$ cat config.mk
export PLATFORM = sky130hd
export DESIGN_NAME = alu_seq
export DESIGN_NICKNAME = d
export VERILOG_FILES = /design/src/rtl/alu_pkg.sv /design/src/rtl/alu_core.sv /design/src/rtl/alu_seq.sv
export SDC_FILE = /design/constraint.sdc
export NUM_CORES = 1
export LEC_CHECK = 0
export BUFFER_PORTS_ARGS = -buffer_cell sky130_fd_sc_hd__buf_2
export CELL_PAD_IN_SITES_DETAIL_PLACEMENT = 0
export CELL_PAD_IN_SITES_GLOBAL_PLACEMENT = 2
export CORE_ASPECT_RATIO = 0.75
export CORE_MARGIN = 5
export CORE_UTILIZATION = 36
export CTS_CLUSTER_SIZE = 14
export DETAILED_ROUTE_END_ITERATION = 10
export HOLD_SLACK_MARGIN = 0.06
export MAX_ROUTING_LAYER = met4
export PLACE_DENSITY = 0.91
export SLEW_MARGIN = 20
export SYNTH_ARGS = -nofsm -noshare
export SYNTH_HDL_FRONTEND = slang
export SYNTH_HIERARCHICAL = 1
export SYNTH_SLANG_ARGS = --single-unit
$ cat constraint.sdc
create_clock -name clk -period 7.47 [get_ports clk]
set_clock_uncertainty 0.1 [all_clocks]
set_input_delay 0.3735 -clock clk [delete_from_list [all_inputs] [get_ports clk]]
set_output_delay 0.3735 -clock clk [all_outputs]
set_load 0.05 [all_outputs]
$ cat src/rtl/alu_pkg.sv
// Shared definitions for the sequential ALU: opcode encodings, status-register
// bit positions and FSM state codes.
package alu_pkg;

    typedef enum logic [3:0] {
        OP_NOT  = 4'd0,
        OP_AND  = 4'd1,
        OP_OR   = 4'd2,
        OP_XOR  = 4'd3,
        OP_SHR  = 4'd4,
        OP_SHL  = 4'd5,
        OP_ROR  = 4'd6,
        OP_ROL  = 4'd7,
        OP_INC  = 4'd8,
        OP_DEC  = 4'd9,
        OP_ADD  = 4'd10,
        OP_ADC  = 4'd11,
        OP_SUB  = 4'd12,
        OP_SBB  = 4'd13,
        OP_CMP  = 4'd14,
        OP_LDSR = 4'd15
    } op_e;

    localparam int FLAG_V = 3;
    localparam int FLAG_S = 2;
    localparam int FLAG_Z = 1;
    localparam int FLAG_C = 0;

    localparam logic [1:0] ST_IDLE  = 2'd0;
    localparam logic [1:0] ST_SHIFT = 2'd1;
    localparam logic [1:0] ST_DONE  = 2'd2;

    function automatic logic is_shift(input op_e op);
        return (op == OP_SHR) || (op == OP_SHL) || (op == OP_ROR) || (op == OP_ROL);
    endfunction

endpackage

$ cat src/rtl/alu_core.sv
// Single-cycle combinational ops with half/full-word masking and {V,S,Z,C} generation.
// Shift ops and LDSR pass the masked operand through; the caller handles them.
module alu_core
    import alu_pkg::*;
#(
    parameter int WIDTH = 20
) (
    input  op_e              op,
    input  logic             mode,
    input  logic [WIDTH-1:0] a,
    input  logic [WIDTH-1:0] b,
    input  logic             c_in,
    output logic [WIDTH-1:0] res,
    output logic [3:0]       flags
);

    localparam int HW = WIDTH / 2;

    logic [WIDTH-1:0] mask;
    logic [WIDTH-1:0] a_m;
    logic [WIDTH-1:0] b_m;
    logic [WIDTH-1:0] opnd;
    logic [WIDTH-1:0] ar_w;
    logic [WIDTH-1:0] fsrc;
    logic [WIDTH:0]   ar;
    logic             is_add;
    logic             ci;
    logic             cy;
    logic             a_s;
    logic             o_s;
    logic             r_s;
    logic             ovf;
    logic             c_new;
    logic             v_new;

    always_comb begin
        mask   = mode ? {WIDTH{1'b1}} : {{HW{1'b0}}, {HW{1'b1}}};
        a_m    = a & mask;
        b_m    = b & mask;
        is_add = (op == OP_INC) || (op == OP_ADD) || (op == OP_ADC);
        opnd   = ((op == OP_INC) || (op == OP_DEC)) ? {{(WIDTH-1){1'b0}}, 1'b1} : b_m;
        ci     = ((op == OP_ADC) || (op == OP_SBB)) ? c_in : 1'b0;
        if (is_add) begin
            ar = {1'b0, a_m} + {1'b0, opnd} + {{WIDTH{1'b0}}, ci};
        end else begin
            ar = {1'b0, a_m} - {1'b0, opnd} - {{WIDTH{1'b0}}, ci};
        end
        ar_w = ar[WIDTH-1:0] & mask;
        // In half-word mode the carry/borrow lands on bit HW of the masked sum.
        cy   = mode ? ar[WIDTH] : ar[HW];
        a_s  = mode ? a_m[WIDTH-1]  : a_m[HW-1];
        o_s  = mode ? opnd[WIDTH-1] : opnd[HW-1];
        r_s  = mode ? ar_w[WIDTH-1] : ar_w[HW-1];
        ovf  = is_add ? ((a_s == o_s) && (r_s != a_s)) : ((a_s != o_s) && (r_s != a_s));

        res   = a_m;
        c_new = c_in;
        v_new = 1'b0;
        case (op)
            OP_NOT: res = ~a & mask;
            OP_AND: res = a_m & b_m;
            OP_OR:  res = a_m | b_m;
            OP_XOR: res = a_m ^ b_m;
            OP_INC, OP_DEC, OP_ADD, OP_ADC, OP_SUB, OP_SBB: begin
                res   = ar_w;
                c_new = cy;
                v_new = ovf;
            end
            OP_CMP: begin
                c_new = cy;
                v_new = ovf;
            end
            default: ;
        endcase

        fsrc          = (op == OP_CMP) ? ar_w : res;
        flags         = '0;
        flags[FLAG_V] = v_new;
        flags[FLAG_S] = mode ? fsrc[WIDTH-1] : fsrc[HW-1];
        flags[FLAG_Z] = (fsrc == '0);
        flags[FLAG_C] = c_new;
        if (op == OP_LDSR) begin
            flags = a[3:0];
        end
    end

endmodule

$ cat src/rtl/alu_seq.sv
// Handshaked multi-cycle ALU: 1 cycle to out_valid, n+1 for a shift/rotate by n.
// Holds out_data/sr while out_ready is low; accepts nothing until the result is taken.
module alu_seq
    import alu_pkg::*;
#(
    parameter int WIDTH = 20,
    parameter int SHW   = $clog2(WIDTH)
) (
    input  logic             clk,
    input  logic             rst,
    input  logic             in_valid,
    output logic             in_ready,
    input  logic [3:0]       op,
    input  logic             mode,
    input  logic [WIDTH-1:0] a,
    input  logic [WIDTH-1:0] b,
    output logic             out_valid,
    input  logic             out_ready,
    output logic [WIDTH-1:0] out_data,
    output logic [3:0]       sr
);

    localparam int             HW      = WIDTH / 2;
    localparam logic [SHW:0]   AW_FULL = (SHW+1)'(WIDTH);
    localparam logic [SHW:0]   AW_HALF = (SHW+1)'(WIDTH / 2);
    localparam logic [SHW:0]   CNT_ONE = (SHW+1)'(1);

    logic [1:0]       state_q, state_d;
    logic [SHW:0]     cnt_q, cnt_d;
    op_e              op_q, op_d;
    logic             mode_q, mode_d;
    logic [WIDTH-1:0] work_q, work_d;
    logic [WIDTH-1:0] out_data_q, out_data_d;
    logic [3:0]       sr_q, sr_d;

    op_e              op_in;
    logic [WIDTH-1:0] core_res;
    logic [3:0]       core_flags;
    logic [SHW:0]     n_raw;
    logic [SHW:0]     n_clamp;
    logic [WIDTH-1:0] shifted;
    logic             bit_out;
    logic             msb;
    logic [3:0]       sh_flags;

    assign op_in = op_e'(op);

    alu_core #(.WIDTH(WIDTH)) u_core (
        .op    (op_in),
        .mode  (mode),
        .a     (a),
        .b     (b),
        .c_in  (sr_q[FLAG_C]),
        .res   (core_res),
        .flags (core_flags)
    );

    always_comb begin
        n_raw   = {1'b0, b[SHW-1:0]};
        n_clamp = (n_raw > (mode ? AW_FULL : AW_HALF)) ? (mode ? AW_FULL : AW_HALF) : n_raw;
    end

    // One-bit step on the working register; upper half stays zero in half-word mode.
    always_comb begin
        shifted = work_q;
        bit_out = 1'b0;
        msb     = mode_q ? work_q[WIDTH-1] : work_q[HW-1];
        case (op_q)
            OP_SHR: begin
                bit_out = work_q[0];
                shifted = work_q >> 1;
            end
            OP_SHL: begin
                bit_out = msb;
                shifted = mode_q ? {work_q[WIDTH-2:0], 1'b0}
                                 : {{HW{1'b0}}, work_q[HW-2:0], 1'b0};
            end
            OP_ROR: begin
                bit_out = work_q[0];
                shifted = mode_q ? {work_q[0], work_q[WIDTH-1:1]}
                                 : {{HW{1'b0}}, work_q[0], work_q[HW-1:1]};
            end
            OP_ROL: begin
                bit_out = msb;
                shifted = mode_q ? {work_q[WIDTH-2:0], work_q[WIDTH-1]}
                                 : {{HW{1'b0}}, work_q[HW-2:0], work_q[HW-1]};
            end
            default: ;
        endcase
        sh_flags         = '0;
        sh_flags[FLAG_S] = mode_q ? shifted[WIDTH-1] : shifted[HW-1];
        sh_flags[FLAG_Z] = (shifted == '0);
        sh_flags[FLAG_C] = bit_out;
    end

    always_comb begin
        state_d    = state_q;
        cnt_d      = cnt_q;
        op_d       = op_q;
        mode_d     = mode_q;
        work_d     = work_q;
        out_data_d = out_data_q;
        sr_d       = sr_q;
        case (state_q)
            ST_IDLE: begin
                if (in_valid) begin
                    if (is_shift(op_in) && (n_clamp != '0)) begin
                        state_d = ST_SHIFT;
                        cnt_d   = n_clamp;
                        op_d    = op_in;
                        mode_d  = mode;
                        work_d  = core_res;
                    end else begin
                        state_d    = ST_DONE;
                        out_data_d = core_res;
                        sr_d       = core_flags;
                    end
                end
            end
            ST_SHIFT: begin
                cnt_d  = cnt_q - CNT_ONE;
                work_d = shifted;
                if (cnt_q == CNT_ONE) begin
                    state_d    = ST_DONE;
                    out_data_d = shifted;
                    sr_d       = sh_flags;
                end
            end
            ST_DONE: begin
                if (out_ready) begin
                    state_d = ST_IDLE;
                end
            end
            default: state_d = ST_IDLE;
        endcase
    end

    always_ff @(posedge clk) begin
        if (rst) begin
            state_q    <= ST_IDLE;
            cnt_q      <= '0;
            op_q       <= OP_NOT;
            mode_q     <= 1'b0;
            work_q     <= '0;
            out_data_q <= '0;
            sr_q       <= '0;
        end else begin
            state_q    <= state_d;
            cnt_q      <= cnt_d;
            op_q       <= op_d;
            mode_q     <= mode_d;
            work_q     <= work_d;
            out_data_q <= out_data_d;
            sr_q       <= sr_d;
        end
    end

    assign in_ready  = (state_q == ST_IDLE) && !rst;
    assign out_valid = (state_q == ST_DONE);
    assign out_data  = out_data_q;
    assign sr        = sr_q;

endmodule

==> impl_metrics.env, run 1 <==
export IMPL_cp_max_fo=14
export IMPL_cts_root_buffer_type="sky130_fd_sc_hd__clkbuf_16"
export IMPL_sequential_cell_area_um2=1141
export IMPL_report_final_setup_viol=0
export IMPL_synth_largest_type_area_fraction_pct=15.69
export IMPL_arrival_ns=5.62
export IMPL_crit_path_top_delay_cell="sky130_fd_sc_hd__nor4b_2"
export IMPL_finish_net_count=1327
export IMPL_cts_sinks=57
export IMPL_ys_async_sr_fraction_pct=0
export IMPL_antenna_left=0
export IMPL_worstMarginPinSlew_ns=0.9194
export IMPL_timing_critical_path_cells="buf_2 > nand2b_1 > o21ai_0 > inv_1 > fa_1 > fa_1 > o21bai_2 > a2111oi_4 > nor4b_2 > o221ai_1 > mux2i_1 > a311oi_1 > or4b_1 > a2111oi_2 > o2111ai_1 > o22ai_1 > nand3_1 > a21o_2 > o41ai_2"
export IMPL_outcome="finished, final reports clean"
export IMPL_cts_htree_levels=3
export IMPL_ys_top_cells_by_area="sky130_fd_sc_hd__ha_1 16%, sky130_fd_sc_hd__dfxtp_1 14%, sky130_fd_sc_hd__nor2_1 7.0%, sky130_fd_sc_hd__inv_1 5.0%, sky130_fd_sc_hd__mux2i_1 5.0%"
export IMPL_synth_cells=1137
export IMPL_antenna_found_initial=0
export IMPL_top_layer="met4"
export IMPL_finish_instance_area_um2=9114
export IMPL_synth_sequential_area_ratio_pct=13.89
export IMPL_hold_path_class="in -> reg"
export IMPL_met2WireLength_um=11500
export IMPL_synthToLayoutAreaGrowth_pct=10.94
export IMPL_placement_rows=47
export IMPL_comb_power_share_pct=47.1
export IMPL_post_cts_setup_buffers=0
export IMPL_fp_dieH_um=140.8
export IMPL_clockPowerShare_pct=30.3
export IMPL_critical_path_startpoint_type="input pin"
export IMPL_tritoncts_num_buffers=9
export IMPL_multiInputGateArea_um2=6367
export IMPL_yosysTopAreaCell="sky130_fd_sc_hd__ha_1"
export IMPL_critPathBufInv=2
export IMPL_floorplan_core_area_um2=22290
export IMPL_synth_ff_latch_count=57
export IMPL_place_detailed_hpwl_um=22440
export IMPL_dr_first_iter_drc_count=948
export IMPL_path_common_cell="sky130_fd_sc_hd__fa_1"
export IMPL_endpoint_kind="flop"
export IMPL_cp_required_ns=7.60
export IMPL_final_common_cell="sky130_fd_sc_hd__nor2_1"
export IMPL_place_congestion=0.9227
export IMPL_initial_core_util_pct=36.86
export IMPL_io_buffer_count=74
export IMPL_post_synth_cell_area_avg_um2=7.225
export IMPL_drc=0
export IMPL_synth_top_flop_cell="sky130_fd_sc_hd__dfxtp_1"
export IMPL_grt_pass1_wl_um=44750
export IMPL_cpPeakStageDelay_ns=0.62
export IMPL_buffer_depth_of_the_longest_clock_path=2
export IMPL_detail_route_wirelength_met1_um=14170
export IMPL_drt_pass1_iterations=6
export IMPL_routed_wl_um=28800
export IMPL_layout_common_cells="154 x sky130_fd_sc_hd__nor2_1, 110 x sky130_fd_sc_hd__inv_1, 103 x sky130_fd_sc_hd__ha_1"
export IMPL_slew_viol_final=0
export IMPL_via_density=5.884
export IMPL_tritoncts="yes"
export IMPL_maximum_number_of_pins_on_one_net_before_global_route_repair=60
export IMPL_unrepaired_setup_endpoints_after_global_routing="no"
export IMPL_drive_above_1_share_pct=11.65
export IMPL_vdd_ir_drop_max_v=0.0001072
export IMPL_cts_resized=0
export IMPL_post_cts_hold_buffers=0
export IMPL_grt_remaining_overflow=0
export IMPL_p_sw_share_pct=41.07
export IMPL_synth_edf_count=0
export IMPL_wl_met3_um=2651
export IMPL_detailroute_via_count=8649
export IMPL_max_freq_ghz=0.1824
export IMPL_via_count_of_the_first_global_routing_pass=7980
export IMPL_slew_headroom_pct=38.64
export IMPL_placed_area_um2=8768
export IMPL_final_hold_violation_count=0
export IMPL_die_area_um2=25970
export IMPL_yosysUniqueCellTypes=96
export IMPL_yosysWarningCount=6
export IMPL_tns_ns=0
export IMPL_max_cap_viol_count=0
export IMPL_synth_nets=1293
export IMPL_netSwitchingPower_mw=0.6478
export IMPL_critical_path_top_delay_family="compound AO/OA/AOI/OAI gates"
export IMPL_clkLatencyLatePin_ns=0.33
export IMPL_post_synth_instance_area_um2=8215
export IMPL_detail_route_wl_per_cell_um=19.59
export IMPL_post_route_min_period_ns=5.481
export IMPL_num_fill_cells=2379
export IMPL_p_int_mw=0.9296
export IMPL_design_portCount=75
export IMPL_clk_pin_slew_worst_setup_hold_paths_ns=0.05
export IMPL_power_leakage_nw=4.013
export IMPL_fin_crit_sh_pct=73.38
export IMPL_antennaDiodeCount=0
export IMPL_die_w_um=184.4
export IMPL_grt_resource_usage_total_pct=22.14
export IMPL_pwr_density_cell_nw_per_um2=173.1
export IMPL_p_seq_share_pct=22.7
export IMPL_path_class="in -> reg"
[kinds of logic (layout without fill, tap and decap cells)]
| family | after synthesis | in the layout | share of synthesized area (%) |
|---|---|---|---|
| and+or+nand+nor | 385 | 385 | 21.98 |
| AOI/OAI and AO/OA | 332 | 332 | 28.28 |
| buffers and inverters | 176 | 215 | 8.666 |
| adders and majority gates | 107 | 107 | 16.66 |
| DFF | 57 | 57 | 13.89 |
| muxes | 53 | 53 | 7.645 |
| xor gates and xnor gates | 27 | 27 | 2.879 |
[worst min-delay path, delay by kind of cell]
| family | cells | cell delay [ns] |
|---|---|---|
| simple gates | 1 | 0.08 |
| compound gates | 1 | 0.06 |
| buf+inv | 2 | 0.13 |
[metal layers]
metal  track usage [%]  vias to the layer above
li1                  -                     4168
met3             4.919                       36
met5                 -                        -
met1             32.74                     4073
met2             30.78                      372
met4             4.356                        0
[state kept, by name, indices dropped and copies added, names as in the netlist]
signal,count
state_q,2
sr,4
mode_q,1
work_q,20
out_data,20
cnt_q,6
op_q,4
[path summary, 6_finish.rpt]
| check | start | end | slack [ns] | depth (start not counted) |
|---|---|---|---|---|
| worst max-delay path | op[1] | sr[1] | 1.99 | 19 |
| worst min-delay path | out_ready | state_q[1] | 0.25 | 4 |
| worst max register to register | sr[0] | sr[1] | 2.20 | 20 |
| worst min register to register | cnt_q[1] | cnt_q[1] | 0.37 | 2 |
[power by group through the flow]
stage | Combinational (mW) | Clock, mW | Sequential, mW
2_1_floorplan | 0.495 | 0 | 0.400
3_3_place_gp | 0.724 | 0 | 0.363
3_5_place_dp | 0.725 | 0 | 0.363
4_1_cts | 0.730 | 0.485 | 0.357
5_1_grt | 0.813 | 0.498 | 0.361
6_report | 0.742 | 0.477 | 0.358
[per-stage QoR]
| stage | setup WS [ns] | std cells | total power [mW] | util (%) | hold WS [ns] |
|---|---|---|---|---|---|
| after global placement | 1.961 | 1454 | 1.087 | 39.34 | 0.3567 |
| after floorplan | 1.476 | 1137 | 0.8947 | - | 0.3396 |
| after global routing | 1.694 | 1470 | 1.672 | 40.89 | 0.2696 |
| after CTS | 2.114 | 1470 | 1.572 | 40.89 | 0.2415 |
| final | 1.989 | 1470 | 1.577 | 40.89 | 0.2473 |
| after detailed placement | 1.796 | 1454 | 1.088 | 39.34 | 0.3613 |
[cell type report]
class	count	area share, %
flip-flops and latches	57	12.52
clock buffers	11	2.663
inverters	111	4.572
well taps	294	4.036
clock inverters	5	1.126
multi-input cells	904	69.87
repair buffers	88	5.217
[cell usage after synthesis (6+ instances only)]
cell type,n
sky130_fd_sc_hd__xor2_1,7
sky130_fd_sc_hd__clkbuf_1,48
sky130_fd_sc_hd__a21oi_1,80
sky130_fd_sc_hd__and2_1,6
sky130_fd_sc_hd__or3_1,11
sky130_fd_sc_hd__o221ai_1,12
sky130_fd_sc_hd__nand2_1,83
sky130_fd_sc_hd__nor3_1,19
sky130_fd_sc_hd__o22a_1,9
sky130_fd_sc_hd__inv_1,110
sky130_fd_sc_hd__a221oi_1,8
sky130_fd_sc_hd__nor2b_1,15
sky130_fd_sc_hd__nor2_1,154
sky130_fd_sc_hd__buf_2,7
sky130_fd_sc_hd__ha_1,103
sky130_fd_sc_hd__o211ai_1,13
sky130_fd_sc_hd__xnor2_1,20
sky130_fd_sc_hd__nor4_1,7
sky130_fd_sc_hd__o21ai_0,53
sky130_fd_sc_hd__a211oi_1,44
sky130_fd_sc_hd__nand4_1,11
sky130_fd_sc_hd__a21o_1,10
sky130_fd_sc_hd__nand2b_1,12
sky130_fd_sc_hd__o22ai_1,8
sky130_fd_sc_hd__mux4_2,7
sky130_fd_sc_hd__mux2i_1,41
sky130_fd_sc_hd__dfxtp_1,57
sky130_fd_sc_hd__nand3_1,35
sky130_fd_sc_hd__a31oi_1,15
Power figures use the tool's default switching activity.
==> run 2, diff against run 1 <==
- CORE_UTILIZATION: 36 -> 32
- PLACE_DENSITY: 0.91 -> 0.86
- clock period: 7.47 -> 4.9 ns (I/O delays scaled with it)
==> run 2 against run 1 <==
  * Via count is 3.3% higher
  * Largest cell class unchanged
  * First-iteration DRC count grew 7.8%
  * Register-to-register slack lost 2.1 ns
  * Critical path type unchanged
==> impl_metrics.env, run 2 (synthesized netlist as in run 1, its figures left out) <==
export IMPL_final_core_util_pct=39.24
export IMPL_grt_resource_usage_total_pct=21.15
export IMPL_pwr_total_mw=2.403
export IMPL_p_sw_share_pct=41.85
export IMPL_die_area_um2=29010
export IMPL_maximum_number_of_pins_on_one_net_before_global_route_repair=55
export IMPL_worst_hold_path_num_cells=2
export IMPL_critical_path_startpoint_type="input pin"
export IMPL_cts_sinks=57
export IMPL_timing_reg2reg_setup_slack_ns=0.11
export IMPL_max_freq_ghz=0.2083
export IMPL_routed_wl_um=30810
export IMPL_report_final_setup_viol=0
export IMPL_drc=0
export IMPL_antenna_found_initial=1
export IMPL_detailroute_via_count=8931
export IMPL_worst_r2r_cell_count=20
export IMPL_cts_root_buffer_type="sky130_fd_sc_hd__clkbuf_16"
export IMPL_outcome="finished, final reports clean"
export IMPL_floorplan_core_area_um2=25150
export IMPL_num_fill_cells=2718
export IMPL_post_route_min_period_ns=4.801
export IMPL_power_leakage_nw=4.446
export IMPL_netSwitchingPower_mw=1.006
export IMPL_arrival_ns=4.93
export IMPL_path_class="in -> reg"
export IMPL_min_to="out_data[1]"
export IMPL_via_density=5.554
export IMPL_fp_dieH_um=148.8
export IMPL_tritoncts_num_buffers=9
export IMPL_finish_net_count=1423
export IMPL_placed_cells=1593
export IMPL_max_cap_viol_count=0
export IMPL_cts_htree_levels=3
export IMPL_hold_path_class="in -> reg"
export IMPL_drt_pass1_iterations=6
export IMPL_die_w_um=195.0
export IMPL_synthToLayoutAreaGrowth_pct=20.13
export IMPL_io_buffer_count=74
export IMPL_fin_cells=1608
export IMPL_pwr_density_cell_nw_per_um2=243.5
export IMPL_place_detailed_hpwl_um=25040
export IMPL_place_congestion=0.9827
export IMPL_clockPowerShare_pct=24.1
export IMPL_clk_pin_slew_worst_setup_hold_paths_ns=0.05
export IMPL_antenna_left=0
export IMPL_comb_power_share_pct=53.2
export IMPL_via_count_of_the_first_global_routing_pass=8297
export IMPL_cp_required_ns=5.03
export IMPL_cp_max_fo=5
export IMPL_placement_rows=50
export IMPL_p_seq_share_pct=22.7
export IMPL_fin_crit_sh_pct=97.97
export IMPL_r2r_path_end="sr[1]"
export IMPL_dr_first_iter_drc_count=1022
export IMPL_drive_above_1_share_pct=18.60
export IMPL_timing_hold_ws_ns=0.07823
export IMPL_slew_headroom_pct=33.50
export IMPL_initial_core_util_pct=32.67
export IMPL_hp_start="rst"
export IMPL_design_portCount=75
export IMPL_unrepaired_setup_endpoints_after_global_routing="yes"
export IMPL_grt_remaining_overflow=0
export IMPL_grt_pass1_wl_um=47770
export IMPL_p_int_mw=1.398
export IMPL_layout_common_cells="154 x sky130_fd_sc_hd__nor2_1, 109 x sky130_fd_sc_hd__inv_1, 109 x sky130_fd_sc_hd__buf_4"
export IMPL_detail_route_wl_per_cell_um=19.16
export IMPL_slew_viol_final=0
export IMPL_vdd_ir_drop_max_v=0.0001696
export IMPL_worstMarginPinSlew_ns=0.9938
export IMPL_buffer_depth_of_the_longest_clock_path=2
export IMPL_endpoint_kind="flop"
export IMPL_final_common_cell="sky130_fd_sc_hd__nor2_1"
export IMPL_clkLatencyLatePin_ns=0.32
export IMPL_tritoncts="yes"
export IMPL_r2r_start="sr[0]"
export IMPL_final_hold_violation_count=0
run 2: worst max-delay path: stages:
cell	delay (ns)
sky130_fd_sc_hd__buf_2	0.15
sky130_fd_sc_hd__nand2b_1	0.14
sky130_fd_sc_hd__o21ai_0	0.09
sky130_fd_sc_hd__buf_4	0.15
sky130_fd_sc_hd__fa_1	0.61
sky130_fd_sc_hd__buf_6	0.12
sky130_fd_sc_hd__ha_4	0.12
sky130_fd_sc_hd__nor2_1	0.05
sky130_fd_sc_hd__fa_2	0.34
sky130_fd_sc_hd__and3b_1	0.19
sky130_fd_sc_hd__o211ai_1	0.25
sky130_fd_sc_hd__a31oi_2	0.16
sky130_fd_sc_hd__o21a_1	0.25
sky130_fd_sc_hd__xnor2_2	0.15
sky130_fd_sc_hd__a221o_1	0.33
sky130_fd_sc_hd__or4b_4	0.54
sky130_fd_sc_hd__a2111oi_4	0.34
sky130_fd_sc_hd__o2111ai_2	0.18
sky130_fd_sc_hd__o22ai_1	0.16
sky130_fd_sc_hd__nand3_1	0.09
sky130_fd_sc_hd__a21o_2	0.23
sky130_fd_sc_hd__o41ai_2	0.04
run 2: repair_timing:
action,CTS,global route
endpoints found under the setup margin,0,1
hold buffers,0,0
buffers inserted,0,1
resized for setup,0,9
run 2: metal layers:
layer	track usage, %	vias to the layer above	part of all wire (%)
met5	-	-	0
met2	28.82	355	39
met4	2.094	0	0.77
met3	4.380	16	8.2
met1	32.76	4186	52
li1	-	4374	-
run 2: power by group through the flow:
stage	sequential (mW)	clock, mW	combinational [mW]
detailed placement	0.553	0	1.24
floorplan	0.609	0	0.758
CTS	0.544	0.595	1.25
global placement	0.553	0	1.24
finish	0.545	0.580	1.28
global route	0.550	0.623	1.40
run 2: cell type report:
class | instances | area (um2) | share of cell area, %
antenna | 1 | 2.502 | 0.02535
clock buffer | 12 | 236.5 | 2.396
clock inverter | 1 | 30.03 | 0.3043
inverter | 111 | 416.7 | 4.222
multi-input combinational | 904 | 6419 | 65.04
sequential | 57 | 1142 | 11.57
tap | 338 | 422.9 | 4.285
timing repair buffer | 184 | 1200 | 12.16
run 2: stage by stage:
| stage | setup TNS [ns] | setup WS, ns | cell area [um2] |
|---|---|---|---|
| finish | 0 | 0.09933 | 9869 |
| global route | -0.1111 | -0.1111 | 9869 |
| CTS | 0 | 0.05721 | 9808 |
| detailed placement | -0.1970 | -0.1970 | 9542 |
| global placement | -0.04519 | -0.04519 | 9542 |
| floorplan | -0.2160 | -0.2160 | 8248 |
run 2: how the worst max path moves through the flow:
stage	start	end	slack, ns	cells past startpoint
6_report	op[1]	sr[1]	0.1	22
5_1_grt	sr[0]	sr[1]	-0.11	20
4_1_cts	sr[0]	sr[1]	0.06	20
3_5_place_dp	op[1]	sr[1]	-0.20	22
3_3_place_gp	op[2]	sr[1]	-0.05	22
2_1_floorplan	op[1]	sr[1]	-0.22	24
